<file path="config.mk">
export PLATFORM = sky130hd
export DESIGN_NAME = kbd_event_decoder_flat
export DESIGN_NICKNAME = d
export VERILOG_FILES = /design/src/rtl/kbd_event_decoder_pkg.sv /design/src/rtl/kbd_event_decoder_if.sv /design/src/rtl/kbd_event_fifo.sv /design/src/rtl/kbd_event_decoder.sv /design/src/flat_wrapper.sv
export SDC_FILE = /design/constraint.sdc
export NUM_CORES = 1
export LEC_CHECK = 0
export ABC_CLOCK_PERIOD_IN_PS = 2700
export CORE_AREA = 2 2 85 87
export DETAILED_ROUTE_END_ITERATION = 10
export DIE_AREA = 0 0 87 89
export PLACE_DENSITY_LB_ADDON = 0.3
export SLEW_MARGIN = 20
export SYNTH_ARGS = -nofsm -noshare
export SYNTH_HDL_FRONTEND = slang
export SYNTH_SLANG_ARGS = --single-unit
</file>
<file path="constraint.sdc">
create_clock -name clk -period 2.7 [get_ports clk]
set_input_delay 0.405 -clock clk [delete_from_list [all_inputs] [get_ports clk]]
set_output_delay 0.405 -clock clk [all_outputs]
set_load 0.03 [all_outputs]
</file>
<file path="src/rtl/kbd_event_decoder_pkg.sv">
// Shared constants for the PS/2 keyboard event decoder:
// scan codes, parser states and event field positions.
package kbd_event_decoder_pkg;

    localparam logic [7:0] SC_E0    = 8'hE0;
    localparam logic [7:0] SC_F0    = 8'hF0;
    localparam logic [7:0] SC_E1    = 8'hE1;
    localparam logic [7:0] SC_LSHFT = 8'h12;
    localparam logic [7:0] SC_RSHFT = 8'h59;
    localparam logic [7:0] SC_CTRL  = 8'h14;
    localparam logic [7:0] SC_CAPS  = 8'h58;

    // Pause (E1 ...) carries seven trailing bytes
    localparam logic [2:0] E1_SKIP_LEN = 3'd7;

    localparam int EVT_W     = 13;
    localparam int EVT_EXT   = 12;
    localparam int EVT_REL   = 11;
    localparam int EVT_SHIFT = 10;
    localparam int EVT_CTRL  = 9;
    localparam int EVT_CAPS  = 8;

    typedef enum logic [2:0] {
        IDLE     = 3'd0,
        GOT_E0   = 3'd1,
        GOT_F0   = 3'd2,
        GOT_E0F0 = 3'd3,
        SKIP_E1  = 3'd4
    } state_t;

endpackage

</file>
<file path="src/rtl/kbd_event_decoder_if.sv">
// Byte input and event output handshake bundle.
interface kbd_event_decoder_if;
    import kbd_event_decoder_pkg::*;

    logic             ps2_valid;
    logic [7:0]       ps2_data;
    logic             evt_valid;
    logic             evt_ready;
    logic [EVT_W-1:0] evt_data;

    modport master (
        output ps2_valid, ps2_data, evt_ready,
        input  evt_valid, evt_data
    );

    modport slave (
        input  ps2_valid, ps2_data, evt_ready,
        output evt_valid, evt_data
    );

endinterface

</file>
<file path="src/rtl/kbd_event_fifo.sv">
// First-word-fall-through event FIFO with occupancy counter.
module kbd_event_fifo #(
    parameter int WIDTH = 13,
    parameter int DEPTH = 4
) (
    input  logic             clk,
    input  logic             reset,
    input  logic             push,
    input  logic [WIDTH-1:0] push_data,
    input  logic             pop,
    output logic [WIDTH-1:0] pop_data,
    output logic             full,
    output logic             empty
);
    localparam int AW = (DEPTH > 1) ? $clog2(DEPTH) : 1;
    localparam logic [AW:0] FULL_CNT = (AW+1)'(DEPTH);

    logic [WIDTH-1:0] mem [DEPTH];
    logic [AW-1:0]    wr_ptr;
    logic [AW-1:0]    rd_ptr;
    logic [AW:0]      count;
    logic             do_push;
    logic             do_pop;

    assign empty   = (count == '0);
    assign full    = (count == FULL_CNT);
    assign do_pop  = pop & ~empty;
    assign do_push = push & (~full | do_pop);
    assign pop_data = empty ? '0 : mem[rd_ptr];

    always_ff @(posedge clk) begin
        if (do_push) mem[wr_ptr] <= push_data;
    end

    always_ff @(posedge clk) begin
        if (reset) begin
            wr_ptr <= '0;
            rd_ptr <= '0;
            count  <= '0;
        end else begin
            if (do_push) wr_ptr <= wr_ptr + 1'b1;
            if (do_pop)  rd_ptr <= rd_ptr + 1'b1;
            case ({do_push, do_pop})
                2'b10:   count <= count + 1'b1;
                2'b01:   count <= count - 1'b1;
                default: count <= count;
            endcase
        end
    end

endmodule

</file>
<file path="src/rtl/kbd_event_decoder.sv">
// PS/2 set-2 scan-code parser: tracks modifiers and the held
// extended key, and queues make/release events into a FIFO.
module kbd_event_decoder
    import kbd_event_decoder_pkg::*;
#(
    parameter int FIFO_DEPTH = 4
) (
    input  logic                clk,
    input  logic                reset,
    kbd_event_decoder_if.slave  bus,
    output logic [7:0]          scanCode_E0,
    output logic                shift_held,
    output logic                ctrl_held,
    output logic                caps_lock,
    output logic                overflow
);
    state_t     state, state_n;
    logic [2:0] skip_cnt, skip_cnt_n;
    logic       shift_n, ctrl_n, caps_n;
    logic       caps_down, caps_down_n;
    logic [7:0] e0_n;
    logic       done, ev_ext, ev_rel;
    logic       push, pop, full, empty;
    logic [EVT_W-1:0] push_data;
    logic [7:0] code;

    assign code = bus.ps2_data;

    always_ff @(posedge clk) begin
        if (reset) begin
            state       <= IDLE;
            skip_cnt    <= '0;
            shift_held  <= 1'b0;
            ctrl_held   <= 1'b0;
            caps_lock   <= 1'b0;
            caps_down   <= 1'b0;
            scanCode_E0 <= 8'h00;
            overflow    <= 1'b0;
        end else begin
            state       <= state_n;
            skip_cnt    <= skip_cnt_n;
            shift_held  <= shift_n;
            ctrl_held   <= ctrl_n;
            caps_lock   <= caps_n;
            caps_down   <= caps_down_n;
            scanCode_E0 <= e0_n;
            if (push && full && !pop) overflow <= 1'b1;
        end
    end

    always_comb begin
        state_n    = state;
        skip_cnt_n = skip_cnt;
        done       = 1'b0;
        ev_ext     = 1'b0;
        ev_rel     = 1'b0;
        if (bus.ps2_valid) begin
            unique case (state)
                IDLE: begin
                    if (code == SC_E0) begin
                        state_n = GOT_E0;
                    end else if (code == SC_F0) begin
                        state_n = GOT_F0;
                    end else if (code == SC_E1) begin
                        state_n    = SKIP_E1;
                        skip_cnt_n = E1_SKIP_LEN;
                    end else begin
                        done = 1'b1;
                    end
                end
                GOT_E0: begin
                    if (code == SC_F0) begin
                        state_n = GOT_E0F0;
                    end else begin
                        // E0 12 / E0 59 are fake shifts and are dropped
                        state_n = IDLE;
                        done    = !(code == SC_LSHFT || code == SC_RSHFT);
                        ev_ext  = 1'b1;
                    end
                end
                GOT_F0: begin
                    state_n = IDLE;
                    done    = 1'b1;
                    ev_rel  = 1'b1;
                end
                GOT_E0F0: begin
                    state_n = IDLE;
                    done    = 1'b1;
                    ev_ext  = 1'b1;
                    ev_rel  = 1'b1;
                end
                SKIP_E1: begin
                    skip_cnt_n = skip_cnt - 3'd1;
                    if (skip_cnt <= 3'd1) state_n = IDLE;
                end
                default: state_n = IDLE;
            endcase
        end
    end

    always_comb begin
        shift_n     = shift_held;
        ctrl_n      = ctrl_held;
        caps_n      = caps_lock;
        caps_down_n = caps_down;
        e0_n        = scanCode_E0;
        push        = 1'b0;
        if (done) begin
            if (!ev_ext && (code == SC_LSHFT || code == SC_RSHFT)) begin
                shift_n = !ev_rel;
            end else if (code == SC_CTRL) begin
                ctrl_n = !ev_rel;
            end else if (!ev_ext && code == SC_CAPS) begin
                if (ev_rel) begin
                    caps_down_n = 1'b0;
                end else begin
                    if (!caps_down) caps_n = !caps_lock;
                    caps_down_n = 1'b1;
                end
            end else begin
                push = 1'b1;
            end
            if (ev_ext && !ev_rel) e0_n = code;
            else if (ev_ext && code == scanCode_E0) e0_n = 8'h00;
        end
    end

    assign push_data = {ev_ext, ev_rel, shift_held, ctrl_held,
                        caps_lock, code};
    assign pop = bus.evt_ready & ~empty;
    assign bus.evt_valid = ~empty;

    kbd_event_fifo #(
        .WIDTH (EVT_W),
        .DEPTH (FIFO_DEPTH)
    ) u_fifo (
        .clk       (clk),
        .reset     (reset),
        .push      (push),
        .push_data (push_data),
        .pop       (pop),
        .pop_data  (bus.evt_data),
        .full      (full),
        .empty     (empty)
    );

endmodule
</file>
<file path="src/flat_wrapper.sv">
// flat-port wrapper written by rule: the top's interface ports become plain ports
module kbd_event_decoder_flat import kbd_event_decoder_pkg::*;
#(
    parameter int FIFO_DEPTH = 4
)
  (clk, reset, scanCode_E0, shift_held, ctrl_held, caps_lock, overflow, bus_ps2_valid, bus_ps2_data, bus_evt_ready, bus_evt_valid, bus_evt_data);
  kbd_event_decoder_if bus_i ();
  input  logic clk;
  input  logic reset;
  output logic [7:0] scanCode_E0;
  output logic shift_held;
  output logic ctrl_held;
  output logic caps_lock;
  output logic overflow;
  input wire logic [$bits(bus_i.ps2_valid)-1:0] bus_ps2_valid;
  input wire logic [$bits(bus_i.ps2_data)-1:0] bus_ps2_data;
  input wire logic [$bits(bus_i.evt_ready)-1:0] bus_evt_ready;
  output wire logic [$bits(bus_i.evt_valid)-1:0] bus_evt_valid;
  output wire logic [$bits(bus_i.evt_data)-1:0] bus_evt_data;
  assign bus_i.ps2_valid = bus_ps2_valid;
  assign bus_i.ps2_data = bus_ps2_data;
  assign bus_i.evt_ready = bus_evt_ready;
  assign bus_evt_valid = bus_i.evt_valid;
  assign bus_evt_data = bus_i.evt_data;
  kbd_event_decoder #(.FIFO_DEPTH(FIFO_DEPTH)) u_core (.clk(clk), .reset(reset), .bus(bus_i), .scanCode_E0(scanCode_E0), .shift_held(shift_held), .ctrl_held(ctrl_held), .caps_lock(caps_lock), .overflow(overflow));
endmodule
</file>
==> results by group <==
Pwr
  • Pint: 2.37 mW
  • Combinational power share: 0.361
  • Pwr Density: 770 mW/mm^2
  • Leak: 1.66 nW
  • Switching pwr: 1.17 mW
  • Sw frac: 0.332
  • Total Power: 3.54 mW
  • VDD IR-drop max: 0.353 mV
  • Seq pwr share: 0.415
  • Part of the power in the clock network: 0.224

Clock tree
  • Clock root buffer: clkbuf_8
  • Num CTS Buffers: 9
  • Clock buffer depth: 2
  • CTS tree: yes
  • H-tree levels: 3
  • Worst-path clk slew: 0.08 ns
  • Post-CTS Hold Fix Bufs: 0
  • Skew-Pair Late Insertion Delay: 0.35 ns
  • Clock sink count: 80

STA
  • Slew Viols, Final: 0
  • # setup viols final: 0
  • Worst slew margin: 0.742
  • Hold Slack: 0.477 ns
  • Worst-Margin Slew: 0.384 ns
  • RSZ-0062 raised after global routing: false
  • Final Cycle Share: 0.955
  • Final hold violation count: 0
  • Final Critical Period: 2.58 ns
  • F_max: 0.388 GHz
  • Setup ws final: 0.122 ns
  • Setup TNS Final: 0 ns
  • Max Clock Skew: 0.00924 ns

Yosys
  • Synth Flop Type: edfxtp_1
  • Seq cells post-synth: 80
  • Synth area leader: edfxtp_1
  • Share of the synthesized area in the top cell type: 0.425
  • Synth Cell Area: 0.00368 mm^2
  • Mux contribution to synthesized area: 0.0987
  • Xor/xnor cell area share of the yosys netlist: 0.0286
  • Largest cells by area after synthesis: edfxtp_1 (42%), dfxtp_1 (15%), mux4_2 (8.0%)
  • Library cells used by synthesis: 62
  • Syn_area_per_cell: 13.2 um^2
  • Post-synth EDFFs: 52
  • Syn nets: 298
  • Largest family of logic cells by synthesized area: simple AND/OR/NAND/NOR gates
  • Syn. warnings: 0
  • Post-synthesis compound-gate area fraction: 0.0810
  • Sequential share of the synthesized area: 0.577
  • Simple logic cell fraction of the synthesized area: 0.151
  • Ys async rst share: 0
  • Syn Inst Count: 279
  • Adder-cell area share of the yosys netlist: 0.0259

Layout
  • Layout net count: 373
  • Fin util: 0.685
  • Number of fill cells in the layout: 464
  • Most frequent cells in the layout: edfxtp_1 (52), buf_4 (35), clkdlybuf4s50_1 (33)
  • ANT cells: 0
  • Most common cell after layout, fill and taps aside: edfxtp_1
  • Layout cells sized above 1: 0.248
  • Synth-to-Final Area Change: 25.1%

Die
  • # IOs: 38
  • Die W: 87 um
  • Die area: 0.00774 mm^2
  • Die Y: 89 um
  • Row Count: 30
  • Core Area: 0.00672 mm^2
  • Initial Util: 0.547

Global routing
  • Gr ovfl total: 0
  • Global-route wire length before repair: 11900 um
  • Initial antenna violation count: 0
  • GRT Total Usage: 0.206
  • Largest net degree at the start of global routing: 20
  • Vias in the first global route: 2430

Setup path
  • Setup slack, reg-to-reg: 0.42 ns
  • Critical path peak fanout: 13
  • Critical R2R Launch: u_core.state[2]$_SDFFE_PP0P_
  • CP Class: flip-flop to output port
  • Critical R2R Capture: u_core.u_fifo.count[2]$_SDFFE_PP0P_
  • CP Launch Type: flip-flop
  • CP Capture Type: output port
  • Worst endpoint required time: 2.30 ns
  • CP arrival: 2.17 ns
  • Cells on worst reg2reg path: 9

Route
  • Post-Route WL: 7260 um
  • Post-route ant nets: 0
  • Routed vias: 2497
  • First-pass detailed-route iteration total: 4
  • Initial DRC count: 202
  • Avg WL per Cell: 16.5 um
  • DRC Markers: 0
  • Vias/cell: 5.69

Hold path
  • Start point of the worst min-delay path: bus_ps2_data[3]
  • Hold Path Class: input port to flip-flop
  • Hold path depth: 1
  • Hold Crit Endpoint: u_core.u_fifo.mem[1][3]$_DFFE_PP_

Status
  • Status: complete, no violations

Placement
  • PortBufs: 37
  • Post-DP HPWL: 5200 um
  • Place WS: -0.233 ns
  • Global placer's final weighted congestion: 0.828

Run
  • Max cap viols: 0
## power groups by stage
stage | sequential [mW] | clock [mW] | combinational [mW]
after floorplan | 1.50 | 0 | 0.806
after detailed placement | 1.50 | 0 | 1.28
after CTS | 1.47 | 0.809 | 1.29
after global placement | 1.49 | 0 | 1.26
final | 1.47 | 0.793 | 1.28
after global routing | 1.48 | 0.861 | 1.38
## layout make-up
class | instances | area, um^2 | share of cell area
sequential | 80 | 2120 | 0.461
multi-input combinational | 176 | 1430 | 0.310
timing repair buffer | 77 | 734 | 0.160
clock buffer | 9 | 124 | 0.0269
tap | 80 | 100 | 0.0218
clock inverter | 7 | 55.1 | 0.0120
inverter | 10 | 37.5 | 0.00816
## repair_timing
item | CTS | global route
setup endpoints to repair | 0 | 14
buffers inserted | 0 | 0
gates resized for setup | 0 | 7
## metrics by stage
| stage | instances | area (um^2) |
|---|---|---|
| after detailed placement | 423 | 4400 |
| final | 439 | 4600 |
| after global routing | 439 | 4600 |
| after global placement | 423 | 4400 |
| after CTS | 439 | 4570 |
| after floorplan | 279 | 3680 |
## worst max path at each step
stage | startpoint | slack (ns) | depth (start not counted) | end
after global placement | bus_ps2_data[1] | -0.13 | 12 | u_core.u_fifo.count[2]$_SDFFE_PP0P_
after global routing | bus_ps2_data[0] | 0.007 | 12 | u_core.u_fifo.count[2]$_SDFFE_PP0P_
final | flip-flop | 0.12 | 4 | bus_evt_data[2]
after CTS | flip-flop | 0.03 | 4 | bus_evt_data[2]
after floorplan | bus_ps2_data[0] | 0.38 | 12 | u_core.u_fifo.count[2]$_SDFFE_PP0P_
after detailed placement | bus_ps2_data[6] | -0.23 | 10 | u_core.u_fifo.count[2]$_SDFFE_PP0P_
## cells in the mapped netlist (2+ instances only)
library cell	count
mux2_4	2
mux4_2	13
o21ai_0	5
a21oi_1	10
mux2i_1	4
nand3_1	4
nor3_1	3
ha_1	6
and3_1	2
nand2b_1	3
dfxtp_1	28
buf_4	3
nor4_1	2
o21ai_1	3
a22oi_1	9
and2_1	19
nor4b_1	2
clkbuf_1	4
buf_6	4
nand2_1	12
a31oi_1	3
nor2_1	26
xor2_1	2
inv_1	9
nand4_1	4
xnor2_1	10
edfxtp_1	52
## registers in the layout, summed over array words and instances (netlist names), 2 cells and up, named ones only
register / flops
u_core.scanCode_E0: 8
u_core.skip_cnt: 3
u_core.state: 3
u_core.u_fifo.count: 3
u_core.u_fifo.mem: 52
u_core.u_fifo.rd_ptr: 2
u_core.u_fifo.wr_ptr: 2
## kinds of logic after synthesis
group / after synthesis
xor gates and xnor gates: 12
muxes: 19
DFF: 80
and+or+nand+nor: 96
adders and majority gates: 7
AOI/OAI and AO/OA: 42
buffers and inverters: 23
## critical path, cell delays in order, from the launching register on
cell	delay, ns
dfxtp_1	0.33
buf_6	0.21
mux4_2	0.53
and2_1	0.17
clkdlybuf4s50_1	0.59
## per-layer routing
layer / vias to the layer above / share of wire / GRT usage
li1: 1186 / - / -
met4: 0 / 0.015 / 0.0895
met2: 64 / 0.51 / 0.352
met1: 1238 / 0.44 / 0.260
met3: 9 / 0.037 / 0.0388
met5: - / 0 / 0
Note: power is estimated with default switching activity, not from simulation.
